<file path="config.mk">
export PLATFORM = sky130hd
export DESIGN_NAME = pipe_issue_unit_flat
export DESIGN_NICKNAME = d
export VERILOG_FILES = /design/src/rtl/pipe_isa_pkg.sv /design/src/rtl/pipe_issue_unit_if.sv /design/src/rtl/pipe_issue_fifo.sv /design/src/rtl/pipe_issue_unit.sv /design/src/flat_wrapper.sv
export SDC_FILE = /design/constraint.sdc
export NUM_CORES = 1
export LEC_CHECK = 0
export ABC_AREA = 1
export BUFFER_PORTS_ARGS = -buffer_cell sky130_fd_sc_hd__buf_2
export CORE_MARGIN = 2
export CORE_UTILIZATION = 25
export CTS_BUF_LIST = sky130_fd_sc_hd__clkbuf_2 sky130_fd_sc_hd__clkbuf_4 sky130_fd_sc_hd__clkbuf_8
export DETAILED_ROUTE_END_ITERATION = 6
export HOLD_SLACK_MARGIN = 0.05
export PLACE_DENSITY_LB_ADDON = 0.12
export SYNTH_ARGS = -nofsm -noshare
export SYNTH_HDL_FRONTEND = slang
export SYNTH_SLANG_ARGS = --single-unit
</file>
<file path="constraint.sdc">
create_clock -name clk -period 6.7 [get_ports clk]
set_input_delay 0.335 -clock clk [delete_from_list [all_inputs] [get_ports clk]]
set_output_delay 0.335 -clock clk [all_outputs]
set_load 0.02 [all_outputs]
</file>
<file path="src/rtl/pipe_isa_pkg.sv">
// Shared ISA definitions for the issue front-end: instruction field layout,
// the no-op function code and the ALU function codes.
package pipe_isa_pkg;

  localparam int REG_W   = 4;
  localparam int FUNC_W  = 4;
  localparam int ADDR_W  = 8;
  localparam int INSTR_W = 24;

  localparam int RS1_LSB  = 20;
  localparam int RS2_LSB  = 16;
  localparam int RD_LSB   = 12;
  localparam int FUNC_LSB = 8;
  localparam int ADDR_LSB = 0;

  localparam logic [FUNC_W-1:0] NOP_FUNC_DEF = 4'hF;

  localparam logic [FUNC_W-1:0] FUNC_ADD = 4'h0;
  localparam logic [FUNC_W-1:0] FUNC_SUB = 4'h1;
  localparam logic [FUNC_W-1:0] FUNC_AND = 4'h2;
  localparam logic [FUNC_W-1:0] FUNC_OR  = 4'h3;
  localparam logic [FUNC_W-1:0] FUNC_XOR = 4'h4;
  localparam logic [FUNC_W-1:0] FUNC_LD  = 4'h8;
  localparam logic [FUNC_W-1:0] FUNC_ST  = 4'h9;

  typedef struct packed {
    logic [REG_W-1:0]  rs1;
    logic [REG_W-1:0]  rs2;
    logic [REG_W-1:0]  rd;
    logic [FUNC_W-1:0] func;
    logic [ADDR_W-1:0] addr;
  } instr_t;

  function automatic instr_t unpack_instr(input logic [INSTR_W-1:0] w);
    instr_t i;
    i.rs1  = w[RS1_LSB  +: REG_W];
    i.rs2  = w[RS2_LSB  +: REG_W];
    i.rd   = w[RD_LSB   +: REG_W];
    i.func = w[FUNC_LSB +: FUNC_W];
    i.addr = w[ADDR_LSB +: ADDR_W];
    return i;
  endfunction

endpackage

</file>
<file path="src/rtl/pipe_issue_unit_if.sv">
// Host write port plus pipeline-facing issue outputs of pipe_issue_unit.
// master = host/pipeline side, slave = the issue unit itself.
interface pipe_issue_unit_if #(parameter int DEPTH = 8);
  import pipe_isa_pkg::*;

  localparam int CNT_W = $clog2(DEPTH) + 1;

  logic               wr_en;
  logic [INSTR_W-1:0] wr_instr;
  logic               issue_en;
  logic               full;
  logic               empty;
  logic [CNT_W-1:0]   count;
  logic               ovf;
  logic [REG_W-1:0]   rs1;
  logic [REG_W-1:0]   rs2;
  logic [REG_W-1:0]   rd;
  logic [FUNC_W-1:0]  func;
  logic [ADDR_W-1:0]  addr;
  logic               issue_valid;
  logic               stall;
  logic [15:0]        issued_cnt;

  modport master (
    output wr_en, wr_instr, issue_en,
    input  full, empty, count, ovf, rs1, rs2, rd, func, addr,
           issue_valid, stall, issued_cnt
  );

  modport slave (
    input  wr_en, wr_instr, issue_en,
    output full, empty, count, ovf, rs1, rs2, rd, func, addr,
           issue_valid, stall, issued_cnt
  );

endinterface

</file>
<file path="src/rtl/pipe_issue_fifo.sv">
// Instruction FIFO: storage, wrapping pointers, occupancy count and the
// sticky overflow flag. Writes while full are dropped and never credited by a pop.
module pipe_issue_fifo
  import pipe_isa_pkg::*;
#(
  parameter int DEPTH = 8
) (
  input  logic                       clk,
  input  logic                       rst_n,
  input  logic                       wr_en_i,
  input  logic [INSTR_W-1:0]         wr_data_i,
  input  logic                       pop_i,
  output logic [INSTR_W-1:0]         head_o,
  output logic                       full_o,
  output logic                       empty_o,
  output logic [$clog2(DEPTH):0]     count_o,
  output logic                       ovf_o
);

  localparam int PTR_W = $clog2(DEPTH);
  localparam int CNT_W = PTR_W + 1;

  logic [INSTR_W-1:0] mem_q [DEPTH];
  logic [PTR_W-1:0]   wr_ptr_q;
  logic [PTR_W-1:0]   rd_ptr_q;
  logic [CNT_W-1:0]   count_q;
  logic [CNT_W-1:0]   count_d;
  logic               ovf_q;
  logic               ovf_d;
  logic               push_s;
  logic               pop_s;

  assign full_o  = (count_q == CNT_W'(DEPTH));
  assign empty_o = (count_q == {CNT_W{1'b0}});
  assign count_o = count_q;
  assign ovf_o   = ovf_q;
  assign head_o  = mem_q[rd_ptr_q];

  // Accepted push/pop and the resulting occupancy and overflow state
  always_comb begin
    push_s  = wr_en_i && !full_o;
    pop_s   = pop_i && !empty_o;
    ovf_d   = ovf_q | (wr_en_i & full_o);
    count_d = count_q;
    if (push_s && !pop_s) begin
      count_d = count_q + CNT_W'(1);
    end else if (pop_s && !push_s) begin
      count_d = count_q - CNT_W'(1);
    end else begin
      count_d = count_q;
    end
  end

  // Storage, pointers and status registers
  always_ff @(posedge clk or negedge rst_n) begin
    if (!rst_n) begin
      for (int i = 0; i < DEPTH; i++) begin
        mem_q[i] <= {INSTR_W{1'b0}};
      end
      wr_ptr_q <= {PTR_W{1'b0}};
      rd_ptr_q <= {PTR_W{1'b0}};
      count_q  <= {CNT_W{1'b0}};
      ovf_q    <= 1'b0;
    end else begin
      if (push_s) begin
        mem_q[wr_ptr_q] <= wr_data_i;
        wr_ptr_q        <= wr_ptr_q + PTR_W'(1);
      end
      if (pop_s) begin
        rd_ptr_q <= rd_ptr_q + PTR_W'(1);
      end
      count_q <= count_d;
      ovf_q   <= ovf_d;
    end
  end

endmodule

</file>
<file path="src/rtl/pipe_issue_unit.sv">
// Issue front-end: FIFO-buffered instructions issued one per cycle into registered
// operand outputs. Define HAZARD_CHECK_EN to enable RAW bubble insertion.
module pipe_issue_unit
  import pipe_isa_pkg::*;
#(
  parameter int                DEPTH      = 8,
  parameter int                HAZARD_WIN = 2,
  parameter logic [FUNC_W-1:0] NOP_FUNC   = NOP_FUNC_DEF
) (
  input  logic            clk,
  input  logic            rst_n,
  pipe_issue_unit_if.slave bus
);

  if (HAZARD_WIN < 1 || HAZARD_WIN > 4 || DEPTH < 2 || (DEPTH & (DEPTH - 1)) != 0) begin : g_cfg_bad
    $error("pipe_issue_unit: unsupported DEPTH or HAZARD_WIN");
  end

  logic [INSTR_W-1:0] head_raw_s;
  instr_t             head_s;
  logic               fifo_empty_s;
  logic               hazard_s;
  logic               fire_s;
  logic               stall_d;

  logic [REG_W-1:0]   rs1_q;
  logic [REG_W-1:0]   rs2_q;
  logic [REG_W-1:0]   rd_q;
  logic [FUNC_W-1:0]  func_q;
  logic [ADDR_W-1:0]  addr_q;
  logic               valid_q;
  logic               stall_q;
  logic [15:0]        issued_cnt_q;

  pipe_issue_fifo #(.DEPTH(DEPTH)) u_fifo (
    .clk       (clk),
    .rst_n     (rst_n),
    .wr_en_i   (bus.wr_en),
    .wr_data_i (bus.wr_instr),
    .pop_i     (fire_s),
    .head_o    (head_raw_s),
    .full_o    (bus.full),
    .empty_o   (fifo_empty_s),
    .count_o   (bus.count),
    .ovf_o     (bus.ovf)
  );

  assign head_s = unpack_instr(head_raw_s);

`ifdef HAZARD_CHECK_EN
  logic [HAZARD_WIN-1:0] sb_v_q;
  logic [REG_W-1:0]      sb_rd_q [HAZARD_WIN];

  // RAW check of the head's sources against recently issued destinations
  always_comb begin
    hazard_s = 1'b0;
    for (int i = 0; i < HAZARD_WIN; i++) begin
      if (sb_v_q[i] && ((sb_rd_q[i] == head_s.rs1) || (sb_rd_q[i] == head_s.rs2))) begin
        hazard_s = 1'b1;
      end else begin
        hazard_s = hazard_s;
      end
    end
  end

  // Scoreboard shift: bubbles enter as invalid so hazards age out on their own
  always_ff @(posedge clk or negedge rst_n) begin
    if (!rst_n) begin
      sb_v_q <= {HAZARD_WIN{1'b0}};
      for (int i = 0; i < HAZARD_WIN; i++) begin
        sb_rd_q[i] <= {REG_W{1'b0}};
      end
    end else begin
      sb_v_q[0]  <= fire_s;
      sb_rd_q[0] <= head_s.rd;
      for (int i = 1; i < HAZARD_WIN; i++) begin
        sb_v_q[i]  <= sb_v_q[i-1];
        sb_rd_q[i] <= sb_rd_q[i-1];
      end
    end
  end
`else
  assign hazard_s = 1'b0;
`endif

  // Issue decision for the current head
  always_comb begin
    fire_s  = bus.issue_en && !fifo_empty_s && !hazard_s;
    stall_d = bus.issue_en && !fifo_empty_s && hazard_s;
  end

  // Issue register and counter; non-issue cycles drive a no-op and hold operands
  always_ff @(posedge clk or negedge rst_n) begin
    if (!rst_n) begin
      rs1_q        <= {REG_W{1'b0}};
      rs2_q        <= {REG_W{1'b0}};
      rd_q         <= {REG_W{1'b0}};
      func_q       <= NOP_FUNC;
      addr_q       <= {ADDR_W{1'b0}};
      valid_q      <= 1'b0;
      stall_q      <= 1'b0;
      issued_cnt_q <= 16'h0000;
    end else begin
      stall_q <= stall_d;
      if (fire_s) begin
        rs1_q        <= head_s.rs1;
        rs2_q        <= head_s.rs2;
        rd_q         <= head_s.rd;
        func_q       <= head_s.func;
        addr_q       <= head_s.addr;
        valid_q      <= 1'b1;
        issued_cnt_q <= issued_cnt_q + 16'h0001;
      end else begin
        func_q  <= NOP_FUNC;
        valid_q <= 1'b0;
      end
    end
  end

  assign bus.empty       = fifo_empty_s;
  assign bus.rs1         = rs1_q;
  assign bus.rs2         = rs2_q;
  assign bus.rd          = rd_q;
  assign bus.func        = func_q;
  assign bus.addr        = addr_q;
  assign bus.issue_valid = valid_q;
  assign bus.stall       = stall_q;
  assign bus.issued_cnt  = issued_cnt_q;

endmodule
</file>
<file path="src/flat_wrapper.sv">
// flat-port wrapper written by rule: the top's interface ports become plain ports
module pipe_issue_unit_flat import pipe_isa_pkg::*;
#(
  parameter int                DEPTH      = 8,
  parameter int                HAZARD_WIN = 2,
  parameter logic [FUNC_W-1:0] NOP_FUNC   = NOP_FUNC_DEF
)
  (clk, rst_n, bus_wr_en, bus_wr_instr, bus_issue_en, bus_full, bus_empty, bus_count, bus_ovf, bus_rs1, bus_rs2, bus_rd, bus_func, bus_addr, bus_issue_valid, bus_stall, bus_issued_cnt);
  pipe_issue_unit_if #(.DEPTH(DEPTH)) bus_i ();
  input  logic clk;
  input  logic rst_n;
  input wire logic [$bits(bus_i.wr_en)-1:0] bus_wr_en;
  input wire logic [$bits(bus_i.wr_instr)-1:0] bus_wr_instr;
  input wire logic [$bits(bus_i.issue_en)-1:0] bus_issue_en;
  output wire logic [$bits(bus_i.full)-1:0] bus_full;
  output wire logic [$bits(bus_i.empty)-1:0] bus_empty;
  output wire logic [$bits(bus_i.count)-1:0] bus_count;
  output wire logic [$bits(bus_i.ovf)-1:0] bus_ovf;
  output wire logic [$bits(bus_i.rs1)-1:0] bus_rs1;
  output wire logic [$bits(bus_i.rs2)-1:0] bus_rs2;
  output wire logic [$bits(bus_i.rd)-1:0] bus_rd;
  output wire logic [$bits(bus_i.func)-1:0] bus_func;
  output wire logic [$bits(bus_i.addr)-1:0] bus_addr;
  output wire logic [$bits(bus_i.issue_valid)-1:0] bus_issue_valid;
  output wire logic [$bits(bus_i.stall)-1:0] bus_stall;
  output wire logic [$bits(bus_i.issued_cnt)-1:0] bus_issued_cnt;
  assign bus_i.wr_en = bus_wr_en;
  assign bus_i.wr_instr = bus_wr_instr;
  assign bus_i.issue_en = bus_issue_en;
  assign bus_full = bus_i.full;
  assign bus_empty = bus_i.empty;
  assign bus_count = bus_i.count;
  assign bus_ovf = bus_i.ovf;
  assign bus_rs1 = bus_i.rs1;
  assign bus_rs2 = bus_i.rs2;
  assign bus_rd = bus_i.rd;
  assign bus_func = bus_i.func;
  assign bus_addr = bus_i.addr;
  assign bus_issue_valid = bus_i.issue_valid;
  assign bus_stall = bus_i.stall;
  assign bus_issued_cnt = bus_i.issued_cnt;
  pipe_issue_unit #(.DEPTH(DEPTH), .HAZARD_WIN(HAZARD_WIN), .NOP_FUNC(NOP_FUNC)) u_core (.clk(clk), .rst_n(rst_n), .bus(bus_i));
endmodule
</file>
==> Implementation_results.wiki, run 1 <==
{| class="wikitable"
! Metric !! Value
|-
| Run status || finished clean
|-
| Startpoint of the worst hold path || bus_wr_instr[2]
|-
| Area share of the largest cell type after synthesis || 0.528
|-
| Upper clock frequency limit || 0.374 GHz
|-
| Average size of a mapped cell || 8.38 um2
|-
| Clk slew on worst S/H paths || 0.06 ns
|-
| Hold WS || 0.112 ns
|-
| Number of flops mapped to enable cells by yosys || 0
|-
| CTS tree || done
|-
| Post-synth cell types || 33
|-
| Biggest area consumer among synthesized cells || sky130_fd_sc_hd__dfrtp_1
|-
| Die height || 217 um
|-
| CTS Buffer Depth || 3
|-
| Most common cell in the synthesized netlist || sky130_fd_sc_hd__nand2_1
|-
| Post-DR wirelength/cell || 16.7 um
|-
| Detailed Place HPWL || 18400 um
|-
| Setup crit start kind || flop
|-
| Leak Pwr || 6.52 nW
|-
| Sort of element at the end of the critical path || flop
|-
| Clock Root Buffer || sky130_fd_sc_hd__clkbuf_8
|-
| Global route overflow || 0
|-
| Worst-case clock skew || 0.0219 ns
|-
| Power density normalized to cell area || 510 mW/mm2
|-
| Post-synth net total || 1394
|-
| Category of the most critical setup path || flop to flop
|-
| Post-placement worst setup slack || 3.94 ns
|-
| Crit path largest cell delay || 0.74 ns
|-
| Share of the cycle needed by the critical path after routing || 0.399
|-
| Net count, final || 1448
|-
| Switching power || 2.69 mW
|-
| Post-synthesis sequential area ratio || 0.537
|-
| RR Endpoint || u_core.bus.rs2[1]
|-
| Endpoint arrival time on the critical path || 3.22 ns
|-
| Transition at the pin with the smallest max-transition slack || 0.891 ns
|-
| Final critical path time including I/O delays and setup || 2.67 ns
|-
| Synth warn || 0
|-
| Peak VDD IR || 204 uV
|-
| Area contributors post-synth || sky130_fd_sc_hd__dfrtp_1 53%, sky130_fd_sc_hd__nand2_1 17%, sky130_fd_sc_hd__o21ai_0 5.3%
|-
| First-pass GRT wire length || 54100 um
|-
| Part of the total power dissipated in the clock network || 0.257
|-
| Wire length after detailed routing || 34300 um
|-
| Post-placement cell area || 0.0120 mm2
|-
| Detailed-route vias per instance || 4.34
|-
| Worst Hold Class || primary input to flop
|-
| Cell Chain, Critical Path || inv_2 > buf_4 > nand2_1 > nand2_1 > nand2_1 > nand3_1 > nand3_1 > nand2_1
|-
| Critical path required time || 7.25 ns
|-
| Terminating pin of the worst hold path || u_core.u_fifo.mem_q[2]
|-
| Highest net fanout along the worst path || 46
|-
| Commonest cells in the netlist || 527 x sky130_fd_sc_hd__nand2_1, 240 x sky130_fd_sc_hd__dfrtp_1, 120 x sky130_fd_sc_hd__o21ai_0
|-
| Routability-driven placement congestion ratio || 0.699
|-
| RSZ-0062 raised after global routing || false
|-
| Sequential power share || 0.386
|-
| Input/output buffers || 75
|-
| R2R cell count || 8
|-
| Switching power as a share of total power || 0.403
|-
| Top-Level Pins || 77
|-
| Fill count || 4895
|-
| Proportion of layout cells with a drive suffix above 1 || 0.167
|-
| Count of endpoints failing hold in the final timing report || 0
|-
| Worst Hold Depth || 3
|-
| Total clock sinks || 244
|-
| Inserted Clock Buffers || 49
|-
| Synth Register Bits || 244
|-
| Standard cell with the maximum stage delay on the critical path || sky130_fd_sc_hd__inv_2
|-
| Worst relative slew slack || 0.405
|-
| Vias in the first global route || 8878
|-
| Die outline width || 217 um
|-
| Maximum number of pins on one net before global-route repair || 143
|-
| Worst skew pair latency || 0.61 ns
|-
| Total routing usage reported by global routing || 0.150
|-
| Number of antenna violations at the first check in global routing || 3
|-
| Comb pwr share || 0.357
|-
| 1st-iter DRT viols || 617
|-
| Rows || 78
|-
| Reg2Reg Setup Slack || 4.03 ns
|-
| Post-Layout Inst Area || 0.0131 mm2
|-
| First-pass iteration count of the detailed router || 5
|-
| Most used flip-flop cell after synthesis || sky130_fd_sc_hd__dfrtp_1
|-
| Post-detailed-route count of antenna-violating nets || 0
|-
| Fraction of registers with async set or reset after synthesis || 1.00
|-
| H-tree levels || 2
|-
| Final-report max-slew violation count || 0
|-
| Number of remaining DRC errors || 0
|-
| Number of setup buffers added after CTS || 0
|-
| Number of vias in the routed layout || 8917
|-
| Most used cell along the critical path || sky130_fd_sc_hd__nand2_1
|-
| Number of buffers inserted by hold repair at cts || 2
|-
| Reg-to-reg startpoint || u_core.u_fifo.rd_ptr_q[0]
|-
| Die outline area || 0.0473 mm2
|-
| Final TNS setup || 0 ns
|-
| Cells after synthesis || 1359
|-
| Cells resized by post-CTS repair || 0
|-
| Internal power contribution || 3.99 mW
|-
| Post-route setup slack || 4.03 ns
|-
| Area of the core region || 0.0452 mm2
|-
| Starting density of the core || 0.252
|-
| Mapped cell area || 0.0114 mm2
|-
| Number of setup violations in the final report || 0
|-
| Area overhead of the layout relative to synthesis || 15.2%
|-
| Maximum capacitance violations || 0
|}
power groups by stage:
stage / Combinational (mW) / Sequential [mW] / Clock [mW]
final: 2.39 / 2.58 / 1.72
after global routing: 2.76 / 2.67 / 1.85
after CTS: 2.44 / 2.59 / 1.79
after detailed placement: 2.43 / 2.60 / 0
after global placement: 2.41 / 2.60 / 0
after floorplan: 1.76 / 2.57 / 0
cells in the final DEF, fill, tap and decap left out, types with 5 or more instances in the layout:
cell,instances
sky130_fd_sc_hd__inv_1,56
sky130_fd_sc_hd__clkbuf_8,62
sky130_fd_sc_hd__buf_2,74
sky130_fd_sc_hd__xnor2_1,5
sky130_fd_sc_hd__nand2_4,7
sky130_fd_sc_hd__nand3_1,99
sky130_fd_sc_hd__nand2_1,525
sky130_fd_sc_hd__dfrtp_1,239
sky130_fd_sc_hd__or2_2,5
sky130_fd_sc_hd__ha_1,6
sky130_fd_sc_hd__buf_4,10
sky130_fd_sc_hd__xor2_1,12
sky130_fd_sc_hd__clkbuf_4,25
sky130_fd_sc_hd__o21ai_0,120
sky130_fd_sc_hd__nand2_2,31
sky130_fd_sc_hd__o21ai_2,10
sky130_fd_sc_hd__nor2_1,51
sky130_fd_sc_hd__o21ai_1,81
state kept, by name, indices dropped and copies added (netlist names):
register	cells
u_core.bus.func	4
u_core.bus.issued_cnt	16
u_core.u_fifo.wr_ptr_q	3
u_core.u_fifo.ovf_o	1
u_core.bus.rd	4
u_core.bus.rs1	4
u_core.u_fifo.count_o	4
u_core.u_fifo.mem_q	192
u_core.bus.issue_valid	1
u_core.u_fifo.rd_ptr_q	3
u_core.bus.rs2	4
u_core.bus.addr	8
layer usage:
layer / up-vias / global-route usage / part of all wire
li1: 4446 / - / -
met1: 4264 / 0.211 / 0.50
met2: 154 / 0.233 / 0.44
met3: 53 / 0.0260 / 0.039
met4: 0 / 0.0468 / 0.021
met5: - / 0 / 0
critical path, delay by kind of cell, from the launching register on:
kind                   cells  cell delay, ns
buffers and inverters      2            1.35
flip-flops                 1            0.70
AND/OR/NAND/NOR            6            0.51
how the worst max path moves through the flow:
stage                     cells after the start                       from                       end  slack, ns
after floorplan                              13   u_core.u_fifo.count_o[0]  u_core.u_fifo.count_o[3]       4.29
after global placement                       12   u_core.u_fifo.count_o[1]  u_core.u_fifo.count_o[3]       3.97
after detailed placement                     12   u_core.u_fifo.count_o[0]  u_core.u_fifo.count_o[3]       3.94
after CTS                                    12   u_core.u_fifo.count_o[0]  u_core.u_fifo.count_o[3]       3.93
after global routing                          8  u_core.u_fifo.rd_ptr_q[0]         u_core.bus.rs2[1]       3.70
final                                         8  u_core.u_fifo.rd_ptr_q[0]         u_core.bus.rs2[1]       4.03
metrics by stage:
stage	cells	total power, mW	utilization
after floorplan	1359	4.33	-
after global placement	1960	5.01	0.265
after detailed placement	1960	5.03	0.265
after CTS	2053	6.82	0.290
after global routing	2053	7.28	0.290
final	2054	6.68	0.290
kinds of logic after synthesis:
family                     synth area share
AOI/OAI and AO/OA                    0.0995
xor gates and xnor gates             0.0131
adders and majority gates           0.00835
buffers and inverters                0.0765
DFF                                   0.537
other                              0.000329
and+or+nand+nor                       0.266
final cells by class:
| cell class | instances | area (um2) | area share |
|---|---|---|---|
| Multi-Input combinational cell | 969 | 4410 | 0.336 |
| Timing Repair Buffer | 88 | 500 | 0.0381 |
| Tap cell | 600 | 751 | 0.0572 |
| Clock inverter | 4 | 72.6 | 0.00553 |
| Inverter | 61 | 229 | 0.0175 |
| Clock buffer | 87 | 1040 | 0.0794 |
| Sequential cell | 244 | 6110 | 0.466 |
| Antenna cell | 1 | 2.50 | 0.000191 |
Note: power is estimated with default switching activity, not from simulation.
==> run 2: changes to the inputs <==
==> constraint.sdc (replaced) <==
create_clock -name clk -period 2.55 [get_ports clk]
set_input_delay 0.1275 -clock clk [delete_from_list [all_inputs] [get_ports clk]]
set_output_delay 0.1275 -clock clk [all_outputs]
set_load 0.02 [all_outputs]
==> Implementation_results.wiki, run 2 (synthesized netlist as in run 1, its figures left out) <==
{| class="wikitable"
! Metric !! Value
|-
| Highest net fanout along the worst path || 5 (-89%)
|-
| Critical path required time || 3.08 ns (-4.17 ns)
|-
| 1st-iter DRT viols || 603 (-2.3%)
|-
| Clock Root Buffer || sky130_fd_sc_hd__clkbuf_8
|-
| Net count, final || 1482 (+2.3%)
|-
| Multi-input logic area || 0.00441 mm2 (unchanged)
|-
| Post-DR wirelength/cell || 16.2 um (-2.9%)
|-
| Die height || 217 um (unchanged)
|-
| Setup crit start kind || flop
|-
| Number of setup buffers added after CTS || 0 (unchanged)
|-
| Maximum number of pins on one net before global-route repair || 63 (-56%)
|-
| Final-report max-slew violation count || 0 (unchanged)
|-
| Die outline area || 0.0473 mm2 (unchanged)
|-
| Peak VDD IR || 477 uV (+130%)
|-
| Starting density of the core || 0.252 (unchanged)
|-
| Number of vias in the routed layout || 9019 (+1.1%)
|-
| Detailed Place HPWL || 18900 um (+3.0%)
|-
| Final TNS setup || 0 ns (unchanged)
|-
| Hold WS || 0.0543 ns (-0.0572 ns)
|-
| Worst relative slew slack || 0.519 (+0.114)
|-
| Area overhead of the layout relative to synthesis || 18.5%
|-
| Count of endpoints failing hold in the final timing report || 0 (unchanged)
|-
| Sort of element at the end of the critical path || flop
|-
| Post-detailed-route count of antenna-violating nets || 0 (unchanged)
|-
| Worst skew pair latency || 0.60 ns (about the same)
|-
| CTS tree || done
|-
| Final critical path time including I/O delays and setup || 2.12 ns (-0.558 ns)
|-
| Number of antenna violations at the first check in global routing || 1 (-2)
|-
| Worst-case clock skew || 0.0204 ns (-0.00158 ns)
|-
| Maximum capacitance violations || 0 (unchanged)
|-
| First-pass iteration count of the detailed router || 5 (unchanged)
|-
| Wire length after detailed routing || 33800 um (-1.7%)
|-
| Routability-driven placement congestion ratio || 0.715 (+2.2%)
|-
| Leak Pwr || 6.68 nW (+2.5%)
|-
| Power density normalized to cell area || 1300 mW/mm2 (+160%)
|-
| Post-Layout Inst Area || 0.0135 mm2 (+2.8%)
|-
| Vias in the first global route || 8798 (-0.90%)
|-
| Leading cell types in the layout, fill and taps excluded || 525 x sky130_fd_sc_hd__nand2_1, 239 x sky130_fd_sc_hd__dfrtp_1, 120 x sky130_fd_sc_hd__o21ai_0
|-
| RSZ-0062 raised after global routing || false
|-
| Run status || finished clean
|-
| Number of antenna cells inserted || 0 (-1)
|-
| Total routing usage reported by global routing || 0.146 (-0.00321)
|-
| Area of the core region || 0.0452 mm2 (unchanged)
|-
| Number of flip-flops in the largest register || 192 (unchanged)
|-
| Category of the most critical setup path || flop to flop
|-
| Total Power || 17.6 mW (+160%)
|-
| Post-placement cell area || 0.0122 mm2 (+1.6%)
|-
| Clk slew on worst S/H paths || 0.06 ns (about the same)
|-
| Proportion of layout cells with a drive suffix above 1 || 0.167 (-0.000461)
|-
| Fill count || 4876 (-0.39%)
|-
| First-pass GRT wire length || 53000 um (-2.1%)
|-
| Die outline width || 217 um (unchanged)
|-
| Input/output buffers || 75 (unchanged)
|-
| Rows || 78 (unchanged)
|-
| Largest Register || u_core.u_fifo.mem_q
|-
| H-tree levels || 2 (unchanged)
|-
| Top-Level Pins || 77 (unchanged)
|-
| Area used by sequential logic in the layout || 0.00611 mm2 (unchanged)
|-
| Global route overflow || 0 (unchanged)
|-
| Placed insts || 1970 (+0.51%)
|-
| CTS Buffer Depth || 3 (unchanged)
|-
| Worst Hold Class || primary input to async pin
|-
| Number of remaining DRC errors || 0 (unchanged)
|-
| Number of setup violations in the final report || 0 (unchanged)
|-
| Detailed-route vias per instance || 4.33 (-0.17%)
|-
| Leading cell type in the layout, fill and taps excluded || sky130_fd_sc_hd__nand2_1
|-
| Share of the cycle needed by the critical path after routing || 0.830 (+0.431)
|-
| Layout Cells excl Fill || 2081 (+1.3%)
|-
| Transition at the pin with the smallest max-transition slack || 0.722 ns (-0.170 ns)
|-
| Inserted Clock Buffers || 49 (unchanged)
|-
| Total clock sinks || 244 (unchanged)
|-
| Upper clock frequency limit || 0.472 GHz (+26%)
|-
| Endpoint arrival time on the critical path || 2.65 ns (-0.57 ns)
|}
run 2: cell types whose count changed in the layout (fill, tap and decap cells not counted), moves of 2 or more:
| cell | previous run | this run |
|---|---|---|
| sky130_fd_sc_hd__clkbuf_4 | 25 | 17 |
| sky130_fd_sc_hd__clkbuf_8 | 62 | 64 |
| sky130_fd_sc_hd__buf_12 | 1 | 10 |
| sky130_fd_sc_hd__dlygate4sd3_1 | 2 | 26 |
run 2: per-stage QoR:
step / worst slack (ns) / util
after floorplan: 0.144 / -
after global placement: 0.447 / 0.269
after detailed placement: 0.431 / 0.269
after CTS: 0.419 / 0.298
after global routing: 0.256 / 0.298
final: 0.433 / 0.298
run 2: repair_timing:
action / CTS / global route
hold endpoints to repair: 432 / 0
resized for setup: 0 / 0
hold buffers: 26 / 0
run 2: worst paths after layout:
check	start	endpoint	slack [ns]	depth (start not counted)
worst max-delay path	u_core.u_fifo.count_o[0]	u_core.u_fifo.count_o[3]	0.43	12
worst max register to register	u_core.u_fifo.count_o[0]	u_core.u_fifo.count_o[3]	0.43	12
min in group clk	bus_issue_en	u_core.bus.issue_valid	0.13	3
worst min register to register	u_core.u_fifo.ovf_o	u_core.u_fifo.ovf_o	0.47	1
max in group asynchronous	rst_n	u_core.bus.func[2]	1.71	3
worst min-delay path	rst_n	u_core.u_fifo.mem_q[90]	0.05	2
run 2: cell type report:
class / count / share of cell area
Inverter: 61 / 0.0170
Clock buffer: 81 / 0.0748
Tap cell: 600 / 0.0557
Sequential cell: 244 / 0.453
Timing Repair Buffer: 122 / 0.0688
Clock inverter: 4 / 0.00353
Multi-Input combinational cell: 969 / 0.327
run 2: where the power goes:
part | internal, mW | switching (mW)
registers | 5.59 | 1.02
logic | 2.35 | 4.31
clock network | 2.57 | 1.73
run 2: worst max-delay path: stages, from the launching register on:
cell and delay, ns:
sky130_fd_sc_hd__dfrtp_1 0.45, sky130_fd_sc_hd__nor2_2 0.20, sky130_fd_sc_hd__nand2_2 0.10, sky130_fd_sc_hd__nand2_4 0.07, sky130_fd_sc_hd__inv_2 0.03, sky130_fd_sc_hd__ha_1 0.21
sky130_fd_sc_hd__inv_1 0.12, sky130_fd_sc_hd__ha_1 0.26, sky130_fd_sc_hd__or2_2 0.29, sky130_fd_sc_hd__nand2_1 0.08, sky130_fd_sc_hd__xnor2_1 0.11, sky130_fd_sc_hd__nand2_1 0.07
sky130_fd_sc_hd__nand2_1 0.06
run 2: routing by layer:
| metal | wire (um) | GRT usage | vias up |
|---|---|---|---|
| li1 | - | - | 4511 |
| met1 | 16800 | 0.208 | 4301 |
| met2 | 14900 | 0.225 | 161 |
| met3 | 1330 | 0.0288 | 46 |
| met4 | 747 | 0.0425 | 0 |
| met5 | 0 | 0 | - |
